<file path="src/rtl/seven_seg_pkg.sv">
// Shared constants for the multiplexed seven-segment scan controller.
package seven_seg_pkg;

    // Register map seen on ADR_I
    typedef enum logic [1:0] {
        ADR_DATA = 2'd0,
        ADR_DP   = 2'd1,
        ADR_CTRL = 2'd2,
        ADR_RSVD = 2'd3
    } adr_e;

    // CTRL register bit positions
    localparam int CTRL_EN        = 0;
    localparam int CTRL_LZS       = 1;
    localparam int CTRL_BLANK_LSB = 8;

    // Segment pattern for a dark digit, before output polarity is applied
    localparam logic [7:0] SEG_OFF = 8'h00;

endpackage

</file>
<file path="src/rtl/seven_seg_decoder.sv">
// Combinational hex digit to gfedcba segment pattern, active-high.
module seven_seg_decoder (
    input  logic [3:0] i_hex,
    output logic [6:0] o_seg
);

    // Glyph table; b and d are lower-case so they differ from 8 and 0
    always_comb begin
        o_seg = 7'h00;
        case (i_hex)
            4'h0: o_seg = 7'h3F;
            4'h1: o_seg = 7'h06;
            4'h2: o_seg = 7'h5B;
            4'h3: o_seg = 7'h4F;
            4'h4: o_seg = 7'h66;
            4'h5: o_seg = 7'h6D;
            4'h6: o_seg = 7'h7D;
            4'h7: o_seg = 7'h07;
            4'h8: o_seg = 7'h7F;
            4'h9: o_seg = 7'h6F;
            4'hA: o_seg = 7'h77;
            4'hB: o_seg = 7'h7C;
            4'hC: o_seg = 7'h39;
            4'hD: o_seg = 7'h5E;
            4'hE: o_seg = 7'h79;
            4'hF: o_seg = 7'h71;
            default: o_seg = 7'h00;
        endcase
    end

endmodule

</file>
<file path="src/rtl/seven_seg_scan_ctrl.sv">
// N-digit multiplexed seven-segment controller with a small bus register file.
module seven_seg_scan_ctrl
    import seven_seg_pkg::*;
#(
    parameter int N_DIGITS   = 4,
    parameter int SCAN_DIV   = 50000,
    parameter int ACTIVE_LOW = 1
) (
    input  logic                clk,
    input  logic                reset,
    input  logic [1:0]          ADR_I,
    input  logic [31:0]         DAT_I,
    input  logic                STB,
    input  logic                WE,
    output logic [31:0]         DAT_O,
    output logic                ACK,
    output logic [7:0]          Segment,
    output logic [N_DIGITS-1:0] AN
);

    localparam int DW    = 4 * N_DIGITS;
    localparam int IDX_W = (N_DIGITS > 1) ? $clog2(N_DIGITS) : 1;
    localparam int CNT_W = $clog2(SCAN_DIV);
    localparam bit INV   = (ACTIVE_LOW != 0);

    logic [DW-1:0]       r_data;
    logic [N_DIGITS-1:0] r_dp;
    logic                r_en;
    logic                r_lzs;
    logic [N_DIGITS-1:0] r_blank;
    logic                r_ack;
    logic [31:0]         r_dat_o;
    logic [CNT_W-1:0]    r_cnt;
    logic [IDX_W-1:0]    r_idx;
    logic [N_DIGITS-1:0] r_an;
    logic [7:0]          r_seg;

    logic                w_xfer;
    logic                w_wr;
    logic [31:0]         w_rd;
    logic [IDX_W-1:0]    w_msd;
    logic [3:0]          w_nib;
    logic                w_dp_bit;
    logic                w_blank_bit;
    logic [N_DIGITS-1:0] w_an_hot;
    logic [6:0]          w_glyph;
    logic                w_lit;
    logic [N_DIGITS-1:0] w_an_on;
    logic [7:0]          w_seg_on;
    logic                w_unused;

    // A transfer is accepted on any STB cycle not already being acknowledged
    assign w_xfer   = STB & ~r_ack;
    assign w_wr     = w_xfer & WE;
    // Only part of DAT_I is stored, depending on N_DIGITS
    assign w_unused = ^DAT_I;

    // Readback mux; unimplemented bits and the reserved address read as zero
    always_comb begin
        w_rd = '0;
        case (adr_e'(ADR_I))
            ADR_DATA: w_rd[DW-1:0] = r_data;
            ADR_DP:   w_rd[N_DIGITS-1:0] = r_dp;
            ADR_CTRL: begin
                w_rd[CTRL_EN]                       = r_en;
                w_rd[CTRL_LZS]                      = r_lzs;
                w_rd[CTRL_BLANK_LSB +: N_DIGITS]    = r_blank;
            end
            ADR_RSVD: w_rd = '0;
            default:  w_rd = '0;
        endcase
    end

    // Bus handshake, registered read data and register writes
    always_ff @(posedge clk) begin
        if (reset) begin
            r_ack   <= 1'b0;
            r_dat_o <= '0;
            r_data  <= '0;
            r_dp    <= '0;
            r_en    <= 1'b1;
            r_lzs   <= 1'b0;
            r_blank <= '0;
        end else begin
            r_ack   <= w_xfer;
            r_dat_o <= w_xfer ? w_rd : '0;
            if (w_wr) begin
                case (adr_e'(ADR_I))
                    ADR_DATA: r_data <= DAT_I[DW-1:0];
                    ADR_DP:   r_dp   <= DAT_I[N_DIGITS-1:0];
                    ADR_CTRL: begin
                        r_en    <= DAT_I[CTRL_EN];
                        r_lzs   <= DAT_I[CTRL_LZS];
                        r_blank <= DAT_I[CTRL_BLANK_LSB +: N_DIGITS];
                    end
                    default: ;
                endcase
            end
        end
    end

    // Scan timebase: each digit holds for SCAN_DIV cycles, runs even when disabled
    always_ff @(posedge clk) begin
        if (reset) begin
            r_cnt <= '0;
            r_idx <= '0;
        end else if (r_cnt == CNT_W'(SCAN_DIV - 1)) begin
            r_cnt <= '0;
            r_idx <= (r_idx == IDX_W'(N_DIGITS - 1)) ? '0 : r_idx + 1'b1;
        end else begin
            r_cnt <= r_cnt + 1'b1;
        end
    end

    // Most significant nonzero nibble; stays 0 when DATA is all zero
    always_comb begin
        w_msd = '0;
        for (int k = 0; k < N_DIGITS; k++) begin
            if (r_data[4*k +: 4] != 4'h0) w_msd = IDX_W'(k);
        end
    end

    // Select the current digit's nibble, dp and blank bits, and its anode
    always_comb begin
        w_nib       = 4'h0;
        w_dp_bit    = 1'b0;
        w_blank_bit = 1'b0;
        w_an_hot    = '0;
        for (int k = 0; k < N_DIGITS; k++) begin
            if (r_idx == IDX_W'(k)) begin
                w_nib       = r_data[4*k +: 4];
                w_dp_bit    = r_dp[k];
                w_blank_bit = r_blank[k];
                w_an_hot[k] = 1'b1;
            end
        end
    end

    seven_seg_decoder u_dec (
        .i_hex (w_nib),
        .o_seg (w_glyph)
    );

    assign w_lit    = r_en & ~w_blank_bit & ~(r_lzs & (r_idx > w_msd));
    assign w_an_on  = w_lit ? w_an_hot : '0;
    assign w_seg_on = w_lit ? {w_dp_bit, w_glyph} : SEG_OFF;

    // Output register; polarity is applied only here
    always_ff @(posedge clk) begin
        if (reset) begin
            r_an  <= {N_DIGITS{INV}};
            r_seg <= INV ? ~SEG_OFF : SEG_OFF;
        end else begin
            r_an  <= INV ? ~w_an_on  : w_an_on;
            r_seg <= INV ? ~w_seg_on : w_seg_on;
        end
    end

    assign ACK     = r_ack;
    assign DAT_O   = r_dat_o;
    assign AN      = r_an;
    assign Segment = r_seg;

endmodule

</file>
<file path="config.mk">
export PLATFORM = sky130hd
export DESIGN_NAME = seven_seg_scan_ctrl
export DESIGN_NICKNAME = d
export VERILOG_FILES = /design/src/rtl/seven_seg_pkg.sv /design/src/rtl/seven_seg_decoder.sv /design/src/rtl/seven_seg_scan_ctrl.sv
export SDC_FILE = /design/constraint.sdc
export NUM_CORES = 1
export LEC_CHECK = 0
export CORE_MARGIN = 1.5
export CORE_UTILIZATION = 53
export DETAILED_ROUTE_END_ITERATION = 10
export MAX_ROUTING_LAYER = met4
export PLACE_DENSITY = 0.87
export SETUP_SLACK_MARGIN = 0.3
export SYNTH_ARGS = -nofsm -noshare
export SYNTH_HDL_FRONTEND = slang
export SYNTH_SLANG_ARGS = --single-unit
</file>
<file path="constraint.sdc">
create_clock -name clk -period 5.45 [get_ports clk]
set_input_delay 0.545 -clock clk [delete_from_list [all_inputs] [get_ports clk]]
set_output_delay 0.545 -clock clk [all_outputs]
set_load 0.005 [all_outputs]
</file>
After elaboration in Yosys (flattened, before gate mapping)
Memories as Yosys holds them, arrays and structs flattened.
Index checks and enable logic that the tools add are counted.
{"block": "word_totals", "ff_bits": 89, "rom_bits": 112, "in_bits": 38, "output_inout_bits": 45, "wordCells": 72, "mem_count": 1}
{"block": "classes", "add_sub_neg": 2, "n_lt_le_gt_ge": 1, "n_eq_ne": 7, "muxes": 25, "bitwise_logic": 12, "n_reduce_logical": 11}
{"name": "(no name shown)", "depth": 16, "word_bits": 7, "read_ports": 1, "rd_clocked_by_memory_dff": 0, "wr": 0, "line": "seven_seg_decoder.sv:10", "text": "case (i_hex)"}
{"operator": "4-bit 2-to-1 mux", "count": 5}
{"operator": "16-bit by 1-bit adder with 16-bit output, second input constant", "count": 1}
{"operator": "16-bit == test, second input constant", "count": 1}
{"operator": "1-bit 2-to-1 mux", "count": 13}
{"operator": "4-bit nonzero test", "count": 3}
{"operator": "2-bit == test, second input constant", "count": 4}
{"operator": "8-bit 2-to-1 mux", "count": 1}
{"operator": "8-bit inverter", "count": 1}
{"operator": "2-bit case mux with 4 select lines", "count": 1}
{"operator": "4-bit case mux with 2 select lines", "count": 1}
{"operator": "2-bit 2-to-1 mux", "count": 3}
{"operator": "2-bit AND reduction", "count": 3}
{"operator": "1-bit bitwise AND", "count": 5}
{"operator": "1-bit inverter", "count": 5}
{"operator": "2-bit by 1-bit == test with 1-bit output, second input constant", "count": 2}
{"operator": "2-bit logical NOT", "count": 2}
{"operator": "4-bit inverter", "count": 1}
{"operator": "2-bit case mux with 2 select lines", "count": 1}
{"operator": "2-bit OR reduction", "count": 2}
{"operator": "3-bit OR reduction", "count": 1}
{"operator": "2-bit by 1-bit adder with 2-bit output, second input constant", "count": 1}
{"operator": "2-bit greater-than comparator", "count": 1}

Logic depth before layout (Yosys ltp)
Gate-level depths: netlist (run 1).
{"block": "logic_depth", "depth_word": 10, "ltp_mapped": 11, "depth_no_buf": 11}

By module
A second synthesis (run 1) with hierarchy kept.
{"block": "unflattened", "hier_cells": 358, "area_unflattened_um2": 3384.5}
{"module": "seven_seg_scan_ctrl", "n_inst": 1, "cells_each": 325, "area_each_um2": 3096.7, "seq_area_each_um2": 1461.4}
{"module": "seven_seg_decoder", "n_inst": 1, "cells_each": 33, "area_each_um2": 287.8, "seq_area_each_um2": 0.0}

Least setup slack after synthesis (run 1)
No wires, ideal clock.
{"block": "synth_timing", "path_kind": "reg2reg", "start": "reg r_idx[1]", "end": "reg r_seg[3] (netlist: Segment[3])", "setup_time_ns": 0.133, "t_arrival_ns": 2.105, "t_required_ns": 5.317, "path_slack_ns": 3.213, "stages_incl_launch_ff": 11, "path_buffers": 0, "period_less_slack_ns": 2.237, "cell_sequence": "dfxtp_1 -> inv_1 -> ha_1 -> and2b_1 -> a22oi_1 -> a221oi_1 -> inv_1 -> ha_1 -> nor2_1 -> a211oi_1 -> o21ai_1"}
{"block": "synth_between", "elab_chain_len": 10, "word_cells_on_any_way": 21, "cone_classes": "1 x order compare; 3 x eq/ne; 9 x mux; 6 x bitwise; 1 x reduce/logical; 1 x memory"}
{"item": "start: declaration", "line": "seven_seg_scan_ctrl.sv:34", "text": "logic [IDX_W-1:0] r_idx;"}
{"item": "start signal: assignment", "line": "seven_seg_scan_ctrl.sv:109", "text": "r_idx <= (r_idx == IDX_W'(N_DIGITS - 1)) ? '0 : r_idx + 1'b1;"}
{"item": "parallel branches: the longest is 8 deep, another holds memory 16 x 7 bit"}
{"item": "8-bit 2-to-1 mux (*)", "line": "seven_seg_scan_ctrl.sv:146", "text": "assign w_seg_on = w_lit ? {w_dp_bit, w_glyph} : SEG_OFF;"}
{"item": "8-bit inverter (*)", "line": "seven_seg_scan_ctrl.sv:155", "text": "r_seg <= INV ? ~w_seg_on : w_seg_on;"}
{"item": "end signal: assignment", "line": "seven_seg_scan_ctrl.sv:152", "text": "r_seg <= INV ? ~SEG_OFF : SEG_OFF;"}
{"item": "end signal: assignment", "line": "seven_seg_scan_ctrl.sv:155"}
{"item": "end: declaration", "line": "seven_seg_scan_ctrl.sv:36", "text": "logic [7:0] r_seg;"}
Mark *: on every way between the ends.
A chain may end at the register's enable or synchronous reset.

Worst setup path in the final report (run 1)
Ends and elaborated chain as after synthesis.

==> results.md, run 1 <==
- The wire length of the first global-routing pass is 10980 um.
- Measured along the y axis, the die boundary spans 81.81 um.
- The maximum ir drop on the vdd rail is 0.1791 mV.
- The compound-gate portion of the synthesized area is 0.09768.
- Along the worst hold path, the cell count comes to 2.
- By count the netlist is led by 73 x sky130_fd_sc_hd__dfxtp_1, 56 x sky130_fd_sc_hd__nand2_1, 33 x sky130_fd_sc_hd__nor2_1.
- STA classifies the critical path endpoint as a register.
- The number of buffers inserted to repair setup after CTS is 0.
- After the last flow step, the layout net total stands at between 400 and 500.
- Setup repair after global routing left no endpoint under its margin.
- The power density over the cells is 253.4 nW/um^2.
- The leading register cell type out of synthesis is sky130_fd_sc_hd__dfxtp_1.
- The pin count of the biggest net entering global routing is 33.
- The number of cell instances on the worst register-to-register path is 10.
- The mux cell area share after synthesis is 0.04257.
- The core region is roughly 6000 um^2.
- The count of unresolved DRC violations after routing is 0.
- The largest fanout of any net on the critical path is 12.
- The total power draw is 988.3 uW.
- The hold violation total from the final report is 0.
- The final count of negative-setup-slack endpoints is 0.
- For this configuration, the core starts out at a cell density of 0.5527.
- Of the total synthesized cell area, the portion taken by full adders, half adders and majority gates is 0.04941.
- The final wirelength is approximately 6700 um.
- The total track usage is 0.2245.
- The synthesized design contains 73 register bits.
- The total standard cell area after synthesis is roughly 3300 um^2.
- The per-cell routed wire length is 13.33 um.
- The routability congestion estimate from global placement is slightly below 1.
- After layout, the minimum clock period comes to 2.886 ns.
- The number of violations of the max-capacitance limit is 0.
- The slew at the pin closest to its max-slew limit is approximately 0.8 ns.
- By instance count, the leading cell after synthesis is sky130_fd_sc_hd__dfxtp_1.
- By area the synthesized netlist is led by sky130_fd_sc_hd__dfxtp_1 44%, sky130_fd_sc_hd__nand2_1 6.4%, sky130_fd_sc_hd__ha_1 4.9%.
- The number of optimization iterations in the first detailed-route pass is 5.
- The maximum count of clock buffers along a single path is 2.
- During synthesis, Yosys emitted a total of 0 warnings.
- The per-instance average area after synthesis is 8.709 um^2.
- The path type of the worst setup path is reg2reg.
- The combinational family with the most area after synthesis is simple AND/OR/NAND/NOR gates.
- The layout filler cell count is slightly above 500.
- The area share of xor/xnor cells in the synthesized design is 0.03725.
- The worst setup path is launched from a register.
- Data arrives at the worst endpoint at 3.09 ns.
- The final setup skew is 0.005989 ns.
- The insertion delay to the later sink of the worst-skew pair is 0.35 ns.
- The upper clock frequency limit is roughly 0.35 GHz.
- The clock-pin slew on the worst setup and hold paths is roughly 0.070 ns.
- TritonCTS built the clock tree.
- The die covers 6693 um^2.
- The top-area cell type share of the netlist area is 0.4439.
- The detailed router finished its first iteration with 235 violations.
- The path class of the tightest hold or removal check is reg2reg.
- The post-cts resize count is 0.
- In the routed layout, each cell is associated on average with a via count of between 5 and 6.
- The synthesized-area fraction occupied by and/or/nand/nor cells is 0.2455.
- The synthesized design contains 0 enable-type register cells.
- The share of the clock period used by the worst path after layout is 0.5296.
- For flop-to-flop paths, the worst setup slack is 2.56 ns.
- The total count of max-transition violations in the final report is 0.
- The flow ran to the end, and the final reports show no timing, DRC or antenna violations.
- For the worst setup path, the data required time is 5.65 ns.
- During placement, the flow inserted port buffers numbering 50.
- Summed over all cells, the static leakage comes to 1.435 nW.
- The number of antenna violations at the first check in global routing is 0.
- In the final layout, the share of cells above drive strength 1 is 0.07042.
- The number of distinct library cells after synthesis is 50.
- For this block, the via count after detailed routing is 2639.
- The count of antenna-violating nets left after detailed routing is 0.
- The number of buffers inserted by hold repair at cts is 0.
- For this design the top-level I/O count stands at 83.
- Summed over all instances, the cell type with the most area after synthesis is sky130_fd_sc_hd__dfxtp_1.
- For this design, the sink count on the clock tree is 73.
- The critical path starts at r_idx[1]$_SDFFE_PP0P_.
- The overall die width is 81.81 um.
- The placed wire-length estimate is 4869 um.
- The number of rows created at floorplan is 28.
- The number of inserted diodes is 0.
- The share of the yosys chip area belonging to registers is 0.4439.
- The CTS H-tree depth is 3.
- Buffers inserted during clock tree synthesis total 9.
- The async set or reset register ratio after synthesis is 0.
- Synthesis produced a netlist whose cell count is 378.
- The start point of the worst min-delay path is r_data[12]$_SDFFE_PP0P_.
- The relative max-transition margin is 0.4678.
- Summed over all layers, the global routing overflow is 0.
- In this run the critical register-to-register path is launched from r_idx[1]$_SDFFE_PP0P_.
- The growth of design area from synthesis to finish is 18.47%.
- The worst register-to-register path ends at Segment[3]$_SDFF_PP1_.
- The final total negative setup slack is 0 ns.
- The number of global-route vias before repair is 2386.
- The root cell of the clock tree is sky130_fd_sc_hd__clkbuf_8.
- The worst hold path terminates at r_data[12]$_SDFFE_PP0P_.
-- worst max path at each step --
stage	endpoint	depth (start not counted)	slack (ns)
2_1_floorplan	Segment[3]$_SDFF_PP1_	10	3.21
3_3_place_gp	Segment[3]$_SDFF_PP1_	10	2.80
3_5_place_dp	Segment[3]$_SDFF_PP1_	10	2.63
4_1_cts	Segment[3]$_SDFF_PP1_	10	2.60
5_1_grt	Segment[3]$_SDFF_PP1_	10	2.36
6_report	Segment[3]$_SDFF_PP1_	10	2.56
-- where the power goes --
| group | internal (mW) | switching [mW] |
|---|---|---|
| logic | 0.0398 | 0.0384 |
| registers | 0.545 | 0.00698 |
| clock network | 0.172 | 0.186 |
-- worst max-delay path, stage by stage, from the launching register on --
cell,delay [ns]
sky130_fd_sc_hd__dfxtp_1,0.42
sky130_fd_sc_hd__inv_1,0.09
sky130_fd_sc_hd__ha_1,0.33
sky130_fd_sc_hd__and2b_1,0.27
sky130_fd_sc_hd__a22oi_1,0.08
sky130_fd_sc_hd__a221oi_1,0.56
sky130_fd_sc_hd__inv_1,0.23
sky130_fd_sc_hd__ha_1,0.36
sky130_fd_sc_hd__nor2_1,0.05
sky130_fd_sc_hd__a211oi_1,0.24
sky130_fd_sc_hd__o21ai_1,0.10
-- metrics by stage --
stage / util / std cells / hold slack, ns / instance area, um^2 / setup WS, ns
finish: 0.6548 / 501 / 0.4765 / 3900 / 2.564
global route: 0.6548 / 501 / 0.4896 / 3900 / 2.362
CTS: 0.6548 / 501 / 0.4770 / 3900 / 2.604
detailed placement: 0.6277 / 486 / 0.4609 / 3739 / 2.633
global placement: 0.6277 / 486 / 0.4485 / 3739 / 2.804
floorplan: - / 393 / 0.4386 / 3348 / 3.213
-- logic make-up (layout without fill, tap and decap cells) --
| kind of cell | count (synthesis) | in the layout |
|---|---|---|
| and+or+nand+nor | 164 | 164 |
| DFF | 73 | 73 |
| AOI/OAI and AO/OA | 51 | 51 |
| buffers and inverters | 48 | 81 |
| xor gates and xnor gates | 14 | 14 |
| muxes | 14 | 14 |
| adders and majority gates | 13 | 13 |
| other | 1 | 16 |
-- metal layers --
layer,track usage,part of all wire,up-vias
met4,0.07119,0.014,0
li1,-,-,1318
met5,-,0,-
met2,0.3730,0.51,78
met1,0.2536,0.43,1234
met3,0.07667,0.055,9
-- sequential cells by signal (all words and copies together) (netlist names) --
| name | count |
|---|---|
| r_cnt | 16 |
| r_lzs | 1 |
| DAT_O | 16 |
| r_dp | 4 |
| r_en | 1 |
| AN | 4 |
| r_blank | 4 |
| r_data | 16 |
| r_idx | 2 |
| ACK | 1 |
| Segment | 8 |
-- layout by cell type (no fill, tap or decap), types with 2 or more instances in the layout --
cell / netlist / final
sky130_fd_sc_hd__clkdlybuf4s50_1: 0 / 50
sky130_fd_sc_hd__nor3_1: 10 / 10
sky130_fd_sc_hd__ha_1: 13 / 13
sky130_fd_sc_hd__a21oi_1: 29 / 29
sky130_fd_sc_hd__clkbuf_8: 0 / 10
sky130_fd_sc_hd__o221ai_1: 3 / 3
sky130_fd_sc_hd__a211o_1: 2 / 2
sky130_fd_sc_hd__and2_1: 8 / 8
sky130_fd_sc_hd__mux2i_1: 14 / 14
sky130_fd_sc_hd__nand4_1: 3 / 3
sky130_fd_sc_hd__conb_1: 1 / 16
sky130_fd_sc_hd__or4_1: 2 / 2
sky130_fd_sc_hd__dfxtp_1: 73 / 73
sky130_fd_sc_hd__nand3b_1: 7 / 7
sky130_fd_sc_hd__or2_1: 2 / 2
sky130_fd_sc_hd__nand2_1: 56 / 56
sky130_fd_sc_hd__buf_4: 16 / 2
sky130_fd_sc_hd__xor2_1: 7 / 7
sky130_fd_sc_hd__a211oi_1: 3 / 3
sky130_fd_sc_hd__o21ai_0: 2 / 2
sky130_fd_sc_hd__xnor2_1: 7 / 7
sky130_fd_sc_hd__nor2_2: 11 / 11
sky130_fd_sc_hd__nor2b_1: 5 / 5
sky130_fd_sc_hd__clkinv_2: 0 / 4
sky130_fd_sc_hd__nand3_1: 12 / 12
sky130_fd_sc_hd__nor2_1: 33 / 33
sky130_fd_sc_hd__nand2b_1: 2 / 2
sky130_fd_sc_hd__nor4_1: 2 / 2
sky130_fd_sc_hd__inv_1: 14 / 14
sky130_fd_sc_hd__or3_1: 2 / 2
sky130_fd_sc_hd__nor3b_1: 4 / 4
-- final cells by class --
| type | count | area, um^2 | area share |
|---|---|---|---|
| clock inverters | 4 | 20.02 | 0.005133 |
| multi-input cells | 272 | 1615 | 0.4142 |
| flip-flops and latches | 73 | 1461 | 0.3747 |
| clock buffers | 11 | 141.4 | 0.03625 |
| well taps | 75 | 93.84 | 0.02406 |
| inverters | 14 | 52.55 | 0.01347 |
| repair buffers | 52 | 515.5 | 0.1322 |
Power figures use the tool's default switching activity.
==> run 2, diff against run 1 <==
- CORE_UTILIZATION: 53 -> 49
- PLACE_DENSITY: 0.87 -> 0.82
- clock period: 5.45 -> 2.8 ns (I/O delays scaled with it)
==> run 2 against run 1 <==
Net effect:
- the flow now finishes with violations (design-rule violations)
- non-clock buffer count up 7
- worst setup slack lost 2.1 ns
- final cell count is 1.6% higher
- fmax is 22% higher
- sequential power is 94% higher
- core utilization fell by 3.9 points
- via count is 1.3% lower
- register-to-register slack lost 2.1 ns
- global-route usage is 2.4 points lower
- sequential share of layout area down 0.52 points
- clock skew is 0.0011 ns higher
- clock-buffer cell count is 1 lower
- critical path type unchanged
- largest cell class unchanged
- largest power group unchanged
==> results.md, run 2 (same netlist as run 1, synthesis figures left out) <==
- The run finished, with violations left.
- The checks that failed: design-rule violations.
- The placed wire-length estimate is 4902 um (+0.68%).
- The total number of nets in the final design is 480 (+1.5%).
- The final global-route overflow total is 0 (unchanged).
- The layout filler cell count is 538 (+6.5%).
- The number of cell instances on the worst register-to-register path is 8 (-2).
- The number of optimization iterations in the first detailed-route pass was 10 (+5).
- The number of global-route vias before repair came to 2446 (+2.5%).
- The min-delay analysis places its worst path in the category reg2reg.
- The shortest clock period the worst path allows after layout is 2.375 ns (-0.5115 ns).
- The insertion delay to the later sink of the worst-skew pair came to 0.35 ns (about the same).
- The final setup skew came to 0.007089 ns (+0.001100 ns).
- The power density over the cells is 480.8 nW/um^2 (+90%).
- The root cell of the clock tree is sky130_fd_sc_hd__clkbuf_8.
- By startpoint and endpoint, the worst setup path is classified as reg2reg.
- The total area of multi-input combinational cells is 1627 um^2 (+0.70%).
- The net switching power is 452.3 uW (+95%).
- The starting utilization of the core area is 0.5126 (-0.04017).
- The share of the clock period used by the worst path after layout is 0.8481 (+0.3185).
- The total via count after detailed routing is 2604 (-1.3%).
- The number of vias per cell is 5.116 (-2.9%).
- STA classifies the critical path endpoint as a register.
- Setup repair after global routing left no endpoint under its margin.
- The count of unresolved DRC violations after routing is 6 (+6).
- The overall die width was 84.97 um (+3.9%).
- The slew at the pin closest to its max-slew limit came to 0.7033 ns (-0.09498 ns).
- The wire length of the first global-routing pass is 11100 um (+1.0%).
- The number of buffers inserted by hold repair at cts is 0 (unchanged).
- The die area is 7219 um^2 (+7.9%).
- The switching share of power is 0.2379 (+0.003462).
- The total track usage is 0.2010 (-0.02351).
- The number of buffers inserted during clock tree synthesis was 9 (unchanged).
- The CTS H-tree depth is 3 (unchanged).
- The count of antenna-violating nets left after detailed routing is 0 (unchanged).
- The number of antenna violations at the first check in global routing is 0 (unchanged).
- The cell area reported after detailed placement was 3779 um^2 (+1.1%).
- The pin count of the biggest net entering global routing was 32 (-3.0%).
- The maximum ir drop on the vdd rail is 0.2617 mV (+46%).
- The number of inserted diodes is 0 (unchanged).
- The count of buffer and inverter cells on the critical path is 1 (-1).
- The relative max-transition margin is 0.5311 (+0.06332).
- The library cells used most frequently in the layout, excluding fill and tap cells, are 73 x sky130_fd_sc_hd__dfxtp_1, 56 x sky130_fd_sc_hd__nand2_1, 50 x sky130_fd_sc_hd__clkdlybuf4s50_1, 33 x sky130_fd_sc_hd__nor2_1, 29 x sky130_fd_sc_hd__a21oi_1.
- The core utilization of the finished layout came to 0.6158 (-0.03901).
- The worst hold-check slack is 0.4707 ns (-0.005774 ns).
- The internal power summed over all cells is 1.449 mW (+92%).
- The final wirelength came to 6676 um (about the same).
- The upper clock frequency limit is 0.4211 GHz (+22%).
- The number of instances in the placed design was 493 (+1.4%).
- The flop-to-flop setup slack is 0.43 ns (-2.14 ns).
- The number of cells on the worst hold path is 1 (-1).
- The number of buffers inserted by port buffering is 50 (unchanged).
- The clock network power share is 0.352 (-0.010).
- The clock-pin slew on the worst setup and hold paths is 0.07 ns (about the same).
- The setup slack of the critical path after layout is 0.4253 ns (-2.138 ns).
- The final count of negative-setup-slack endpoints is 0 (unchanged).
- The core region area is 6422 um^2 (+7.8%).
- The growth of design area from synthesis to finish is 20.14%.
- The total power draw came to 1.901 mW (+92%).
- The critical path's largest stage delay is 0.50 ns (-0.06 ns).
- The worst reg2reg path endpoint is Segment[1]$_SDFF_PP1_.
- The sequential cell area in the final layout was 1461 um^2 (unchanged).
- The leakage power is 1.455 nW (+1.4%).
- The most common cell after layout, fill and taps aside is sky130_fd_sc_hd__dfxtp_1.
- The fraction of final layout cells with drive strength greater than 1 is 0.09028 (+0.01986).
- Walking the worst path, the cells encountered are ha_1 > nor2_1 > a221oi_2 > inv_1 > ha_1 > nor2_1 > a211o_1 > o311ai_1.
- The total number of clock tree sinks is 73 (unchanged).
- The number of violations of the max-capacitance limit was 0 (unchanged).
- The post-route standard cell area excluding fillers is 3955 um^2 (+1.4%).
- The critical register-to-register path startpoint is r_idx[1]$_SDFFE_PP0P_.
- The endpoint required time on the critical path was 3.04 ns (-2.61 ns).
- The clock tree from TritonCTS is built.
- The per-cell routed wire length is 13.12 um (-1.6%).
- The worst hold endpoint is r_cnt[0]$_SDFF_PP0_.
- The number of rows created at floorplan is 29 (+3.6%).
- The initial DRC count is 142 (-40%).
- The maximum count of clock buffers along a single path came to 2 (unchanged).
- Among all stages on the critical path, the largest delay is contributed by sky130_fd_sc_hd__ha_1.
- The vertical die dimension is 84.97 um (+3.9%).
- The placement-stage worst setup slack is 0.3396 ns (-2.294 ns).
- The kind of cell with the highest combined delay along the critical path is adder cells.
- The sequential cell fraction of total power came to 0.565 (+0.006).
- The number of placed I/O pins is 83 (unchanged).
- The largest fanout of any net on the critical path came to 14 (+2).
- The final total negative setup slack was 0 ns (unchanged).
- The launching element type of the critical path is a register.
- The count of placed standard cells in the final layout, fillers left out is 509 (+1.6%).
- The relative contribution of combinational cells to total power is 0.083 (+0.004).
- The routability congestion estimate from global placement came to 0.8178 (-16%).
- The total count of max-transition violations in the final report is 0 (unchanged).
- The hold violation total from the final report came to 0 (unchanged).
- The start point of the worst min-delay path is r_cnt[0]$_SDFF_PP0_.
- The endpoint arrival time on the critical path is 2.62 ns (-0.47 ns).
[run 2: cell count changes in the layout (fill, tap and decap cells not counted)]
cell / previous run / this run
sky130_fd_sc_hd__clkinv_2: 4 / 3
sky130_fd_sc_hd__ha_1: 13 / 11
sky130_fd_sc_hd__a221oi_2: 0 / 1
sky130_fd_sc_hd__a221oi_1: 1 / 0
sky130_fd_sc_hd__clkinvlp_4: 0 / 1
sky130_fd_sc_hd__ha_2: 0 / 2
sky130_fd_sc_hd__clkbuf_8: 10 / 9
sky130_fd_sc_hd__buf_4: 2 / 9
[run 2: routing by layer]
metal	global-route usage	wire length [um]	up-vias
met3	0.05253	321	11
met4	0.1028	137	0
met1	0.2354	2998	1199
met5	-	0	-
met2	0.3182	3218	57
li1	-	-	1337
[run 2: layout make-up]
cell class,instances,area share
sequential,73,0.3695
inverter,14,0.01329
clock inverter,4,0.005694
tap,77,0.02436
timing repair buffer,59,0.1436
multi-input combinational,272,0.4113
clock buffer,10,0.03227
[run 2: worst max path at each step]
| stage | to | slack (ns) | depth (start not counted) | from |
|---|---|---|---|---|
| final | Segment[1]$_SDFF_PP1_ | 0.43 | 8 | r_idx[1]$_SDFFE_PP0P_ |
| after global routing | Segment[1]$_SDFF_PP1_ | 0.27 | 8 | r_idx[1]$_SDFFE_PP0P_ |
| after CTS | Segment[1]$_SDFF_PP1_ | 0.30 | 10 | r_idx[1]$_SDFFE_PP0P_ |
| after detailed placement | Segment[3]$_SDFF_PP1_ | 0.34 | 10 | r_idx[1]$_SDFFE_PP0P_ |
| after global placement | Segment[3]$_SDFF_PP1_ | 0.42 | 10 | r_idx[1]$_SDFFE_PP0P_ |
| after floorplan | Segment[3]$_SDFF_PP1_ | 0.56 | 10 | r_idx[1]$_SDFFE_PP0P_ |
[run 2: power groups by stage]
stage | clock (mW) | combinational [mW] | sequential [mW]
2_1_floorplan | 0 | 0.0997 | 1.10
3_3_place_gp | 0 | 0.152 | 1.10
3_5_place_dp | 0 | 0.156 | 1.10
4_1_cts | 0.679 | 0.156 | 1.07
5_1_grt | 0.736 | 0.172 | 1.08
6_report | 0.669 | 0.157 | 1.07
[run 2: worst register-to-register path: stages, from the launching register on]
cell                       delay [ns]
sky130_fd_sc_hd__dfxtp_1         0.42
sky130_fd_sc_hd__ha_1            0.50
sky130_fd_sc_hd__nor2_1          0.20
sky130_fd_sc_hd__a221oi_2        0.31
sky130_fd_sc_hd__inv_1           0.16
sky130_fd_sc_hd__ha_1            0.32
sky130_fd_sc_hd__nor2_1          0.05
sky130_fd_sc_hd__a211o_1         0.23
sky130_fd_sc_hd__o311ai_1        0.09
[run 2: what timing repair did]
action | CTS | global route
gates resized for setup | 0 | 3
buffers inserted | 0 | 2
setup endpoints to repair | 0 | 5
==> run 3, diff against run 2 <==
- clock period: 2.8 -> 2.3 ns (I/O delays scaled with it)
==> run 3 against run 2 <==
Net effect:
- the flow still finishes with violations (design-rule violations)
- clock power up 47%
- final area grew 6.8%
- via count increased by 7.1%
- combinational power is 39% higher
- largest power group unchanged
- highest routed layer unchanged
==> results.md, run 3 (same netlist as run 1, synthesis figures left out) <==
- The run finished, with violations left.
- The checks that failed: design-rule violations.
- The routability congestion estimate from global placement came to 0.8826 (+7.9%).
- The number of buffers inserted during clock tree synthesis was 9 (unchanged).
- The largest fanout of any net on the critical path is 6 (-8).
- The overall die width came to 84.97 um (unchanged).
- The number of rows created at floorplan is 29 (unchanged).
- The final wirelength was 7521 um (+13%).
- The final setup skew is 0.01095 ns (+0.003857 ns).
- The maximum ir drop on the vdd rail was 0.6012 mV (+130%).
- In the layout the commonest cells are 67 x sky130_fd_sc_hd__dfxtp_1, 56 x sky130_fd_sc_hd__nand2_1, 50 x sky130_fd_sc_hd__clkdlybuf4s50_1, 30 x sky130_fd_sc_hd__nor2_1, 29 x sky130_fd_sc_hd__a21oi_1.
- The wire length of the first global-routing pass is 11900 um (+7.3%).
- The power density over the cells came to 594.0 nW/um^2 (+24%).
- The number of violations of the max-capacitance limit is 0 (unchanged).
- The worst setup path is captured at a register.
- The total power draw is 2.508 mW (+32%).
- The number of placed I/O pins is 83 (unchanged).
- The switching share of power is 0.2199 (-0.01795).
- The setup slack of the critical path after layout was 0.05371 ns (-0.3716 ns).
- The total track usage is 0.2142 (+0.01322).
- The relative max-transition margin is 0.6359 (+0.1048).
- The total count of max-transition violations in the final report was 0 (unchanged).
- The per-cell routed wire length is 14.41 um (+9.9%).
- The vertical die dimension is 84.97 um (unchanged).
- The worst min-delay path category is in2reg.
- The slew at the pin closest to its max-slew limit is 0.5462 ns (-0.1571 ns).
- The insertion delay to the later sink of the worst-skew pair is 0.34 ns (about the same).
- The total via count after detailed routing is 2790 (+7.1%).
- The hold violation total from the final report is 0 (unchanged).
- The internal power summed over all cells is 1.957 mW (+35%).
- The placed wire-length estimate is 5104 um (+4.1%).
- The number of optimization iterations in the first detailed-route pass is 10 (unchanged).
- The shortest clock period the worst path allows after layout was 2.246 ns (-0.1284 ns).
- The clock network power share is 0.391 (+0.039).
- The starting utilization of the core area is 0.5126 (unchanged).
- The final global-route overflow total is 0 (unchanged).
- The count of unresolved DRC violations after routing was 5 (-1).
- The root buffer cell chosen for the clock tree is sky130_fd_sc_hd__clkbuf_8.
- The number of inserted diodes is 0 (unchanged).
- The maximum count of clock buffers along a single path came to 2 (unchanged).
- The pin count of the biggest net entering global routing is 32 (unchanged).
- The CTS H-tree depth came to 3 (unchanged).
- The endpoint required time on the critical path was 2.52 ns (-0.52 ns).
- The number of vias per cell is 5.345 (+4.5%).
- Setup repair after global routing could not meet its margin everywhere.
- The number of buffers inserted by hold repair at cts is 0 (unchanged).
- The number of global-route vias before repair is 2701 (+10%).
- The total number of clock tree sinks is 73 (unchanged).
- The endpoint arrival time on the critical path is 2.46 ns (-0.16 ns).
- The path type of the worst setup path is reg2reg.
- The clock-pin slew on the worst setup and hold paths is 0.07 ns (about the same).
- The upper clock frequency limit was 0.4452 GHz (+5.7%).
- The die area is 7219 um^2 (unchanged).
- The clock tree from TritonCTS is built.
- The core region area was 6422 um^2 (unchanged).
- The final count of negative-setup-slack endpoints came to 0 (unchanged).
- The relative contribution of combinational cells to total power was 0.087 (+0.004).
- The initial DRC count was 293 (+110%).
- The sequential cell fraction of total power is 0.521 (-0.044).
- Leaving out fill and tap cells, the most frequent cell in the layout is sky130_fd_sc_hd__dfxtp_1.
- The worst hold-check slack was 0.4384 ns (-0.03230 ns).
- The share of the clock period used by the worst path after layout was 0.9766 (+0.1285).
- The count of antenna-violating nets left after detailed routing is 0 (unchanged).
- The launching element type of the critical path is a register.
- The layout filler cell count came to 485 (-9.9%).
- The placement-stage worst setup slack is 0.09118 ns (-0.2484 ns).
- The number of antenna violations at the first check in global routing is 0 (unchanged).
- The number of buffers inserted by port buffering is 50 (unchanged).
- The total number of nets in the final design is 492 (+2.5%).
- The leakage power is 1.562 nW (+7.3%).
- Relative to the synthesized area, the layout overhead comes to 28.28%.
- The net switching power came to 551.7 uW (+22%).
- The fraction of final layout cells with drive strength greater than 1 is 0.1820 (+0.09174).
run 3: cell types whose count changed in the layout (fill, tap and decap cells not counted), moves of 4 or more:
cell,before,now
sky130_fd_sc_hd__buf_4,9,19
sky130_fd_sc_hd__dfxtp_1,73,67
sky130_fd_sc_hd__dfxtp_2,0,5
sky130_fd_sc_hd__ha_1,11,7
sky130_fd_sc_hd__inv_1,14,10
sky130_fd_sc_hd__inv_2,0,4
run 3: critical path, cell delays in order, from the launching register on:
cell and delay, ns:
sky130_fd_sc_hd__dfxtp_2 0.34, sky130_fd_sc_hd__or4_4 0.51, sky130_fd_sc_hd__nor2_2 0.13, sky130_fd_sc_hd__ha_1 0.27
sky130_fd_sc_hd__nor2b_4 0.14, sky130_fd_sc_hd__o211ai_1 0.16, sky130_fd_sc_hd__nand3b_1 0.15, sky130_fd_sc_hd__nor2_2 0.17
sky130_fd_sc_hd__buf_6 0.16, sky130_fd_sc_hd__o311ai_2 0.09
run 3: stage by stage:
stage	util	std cells	area, um^2	TNS (ns)
after floorplan	-	393	3366	0
after global placement	0.5975	499	3837	0
after detailed placement	0.5975	499	3837	0
after CTS	0.6365	518	4088	0
after global routing	0.6575	522	4223	-0.01030
final	0.6575	522	4223	0
run 3: timing repair:
action                     4_1_cts  5_1_grt
setup endpoints to repair       12       12
pin swaps                        5        9
gates cloned                     1        0
resized for setup               12       20
buffers inserted                 3        4
run 3: area by class of cell:
cell class                 instances  area, um^2  share of cell area
tap                               77       96.34             0.02281
multi-input combinational        272        1733              0.4104
inverter                          14       52.55             0.01244
clock inverter                     3       40.04            0.009481
clock buffer                      12       155.1             0.03674
sequential                        73        1471              0.3484
timing repair buffer              71       674.4              0.1597
run 3: power by group through the flow:
stage	sequential, mW	clock (mW)	combinational [mW]
after floorplan	1.33	0	0.123
after detailed placement	1.34	0	0.192
final	1.31	0.982	0.219
after global placement	1.34	0	0.188
after global routing	1.31	1.07	0.239
after CTS	1.31	1.01	0.201
run 3: path summary, 6_finish.rpt:
kind	startpoint	end	slack (ns)	depth (start not counted)
min	DAT_I[13]	r_data[13]$_SDFFE_PP0P_	0.44	3
min reg2reg	r_data[12]$_SDFFE_PP0P_	r_data[12]$_SDFFE_PP0P_	0.47	2
max	r_data[13]$_SDFFE_PP0P_	Segment[1]$_SDFF_PP1_	0.05	9
max reg2reg	r_data[13]$_SDFFE_PP0P_	Segment[1]$_SDFF_PP1_	0.05	9
run 3: layer usage:
metal / GRT usage / vias up / part of all wire
li1: - / 1351 / -
met1: 0.2226 / 1296 / 0.39
met2: 0.3730 / 118 / 0.51
met3: 0.07588 / 25 / 0.067
met4: 0.07750 / 0 / 0.027
met5: - / - / 0
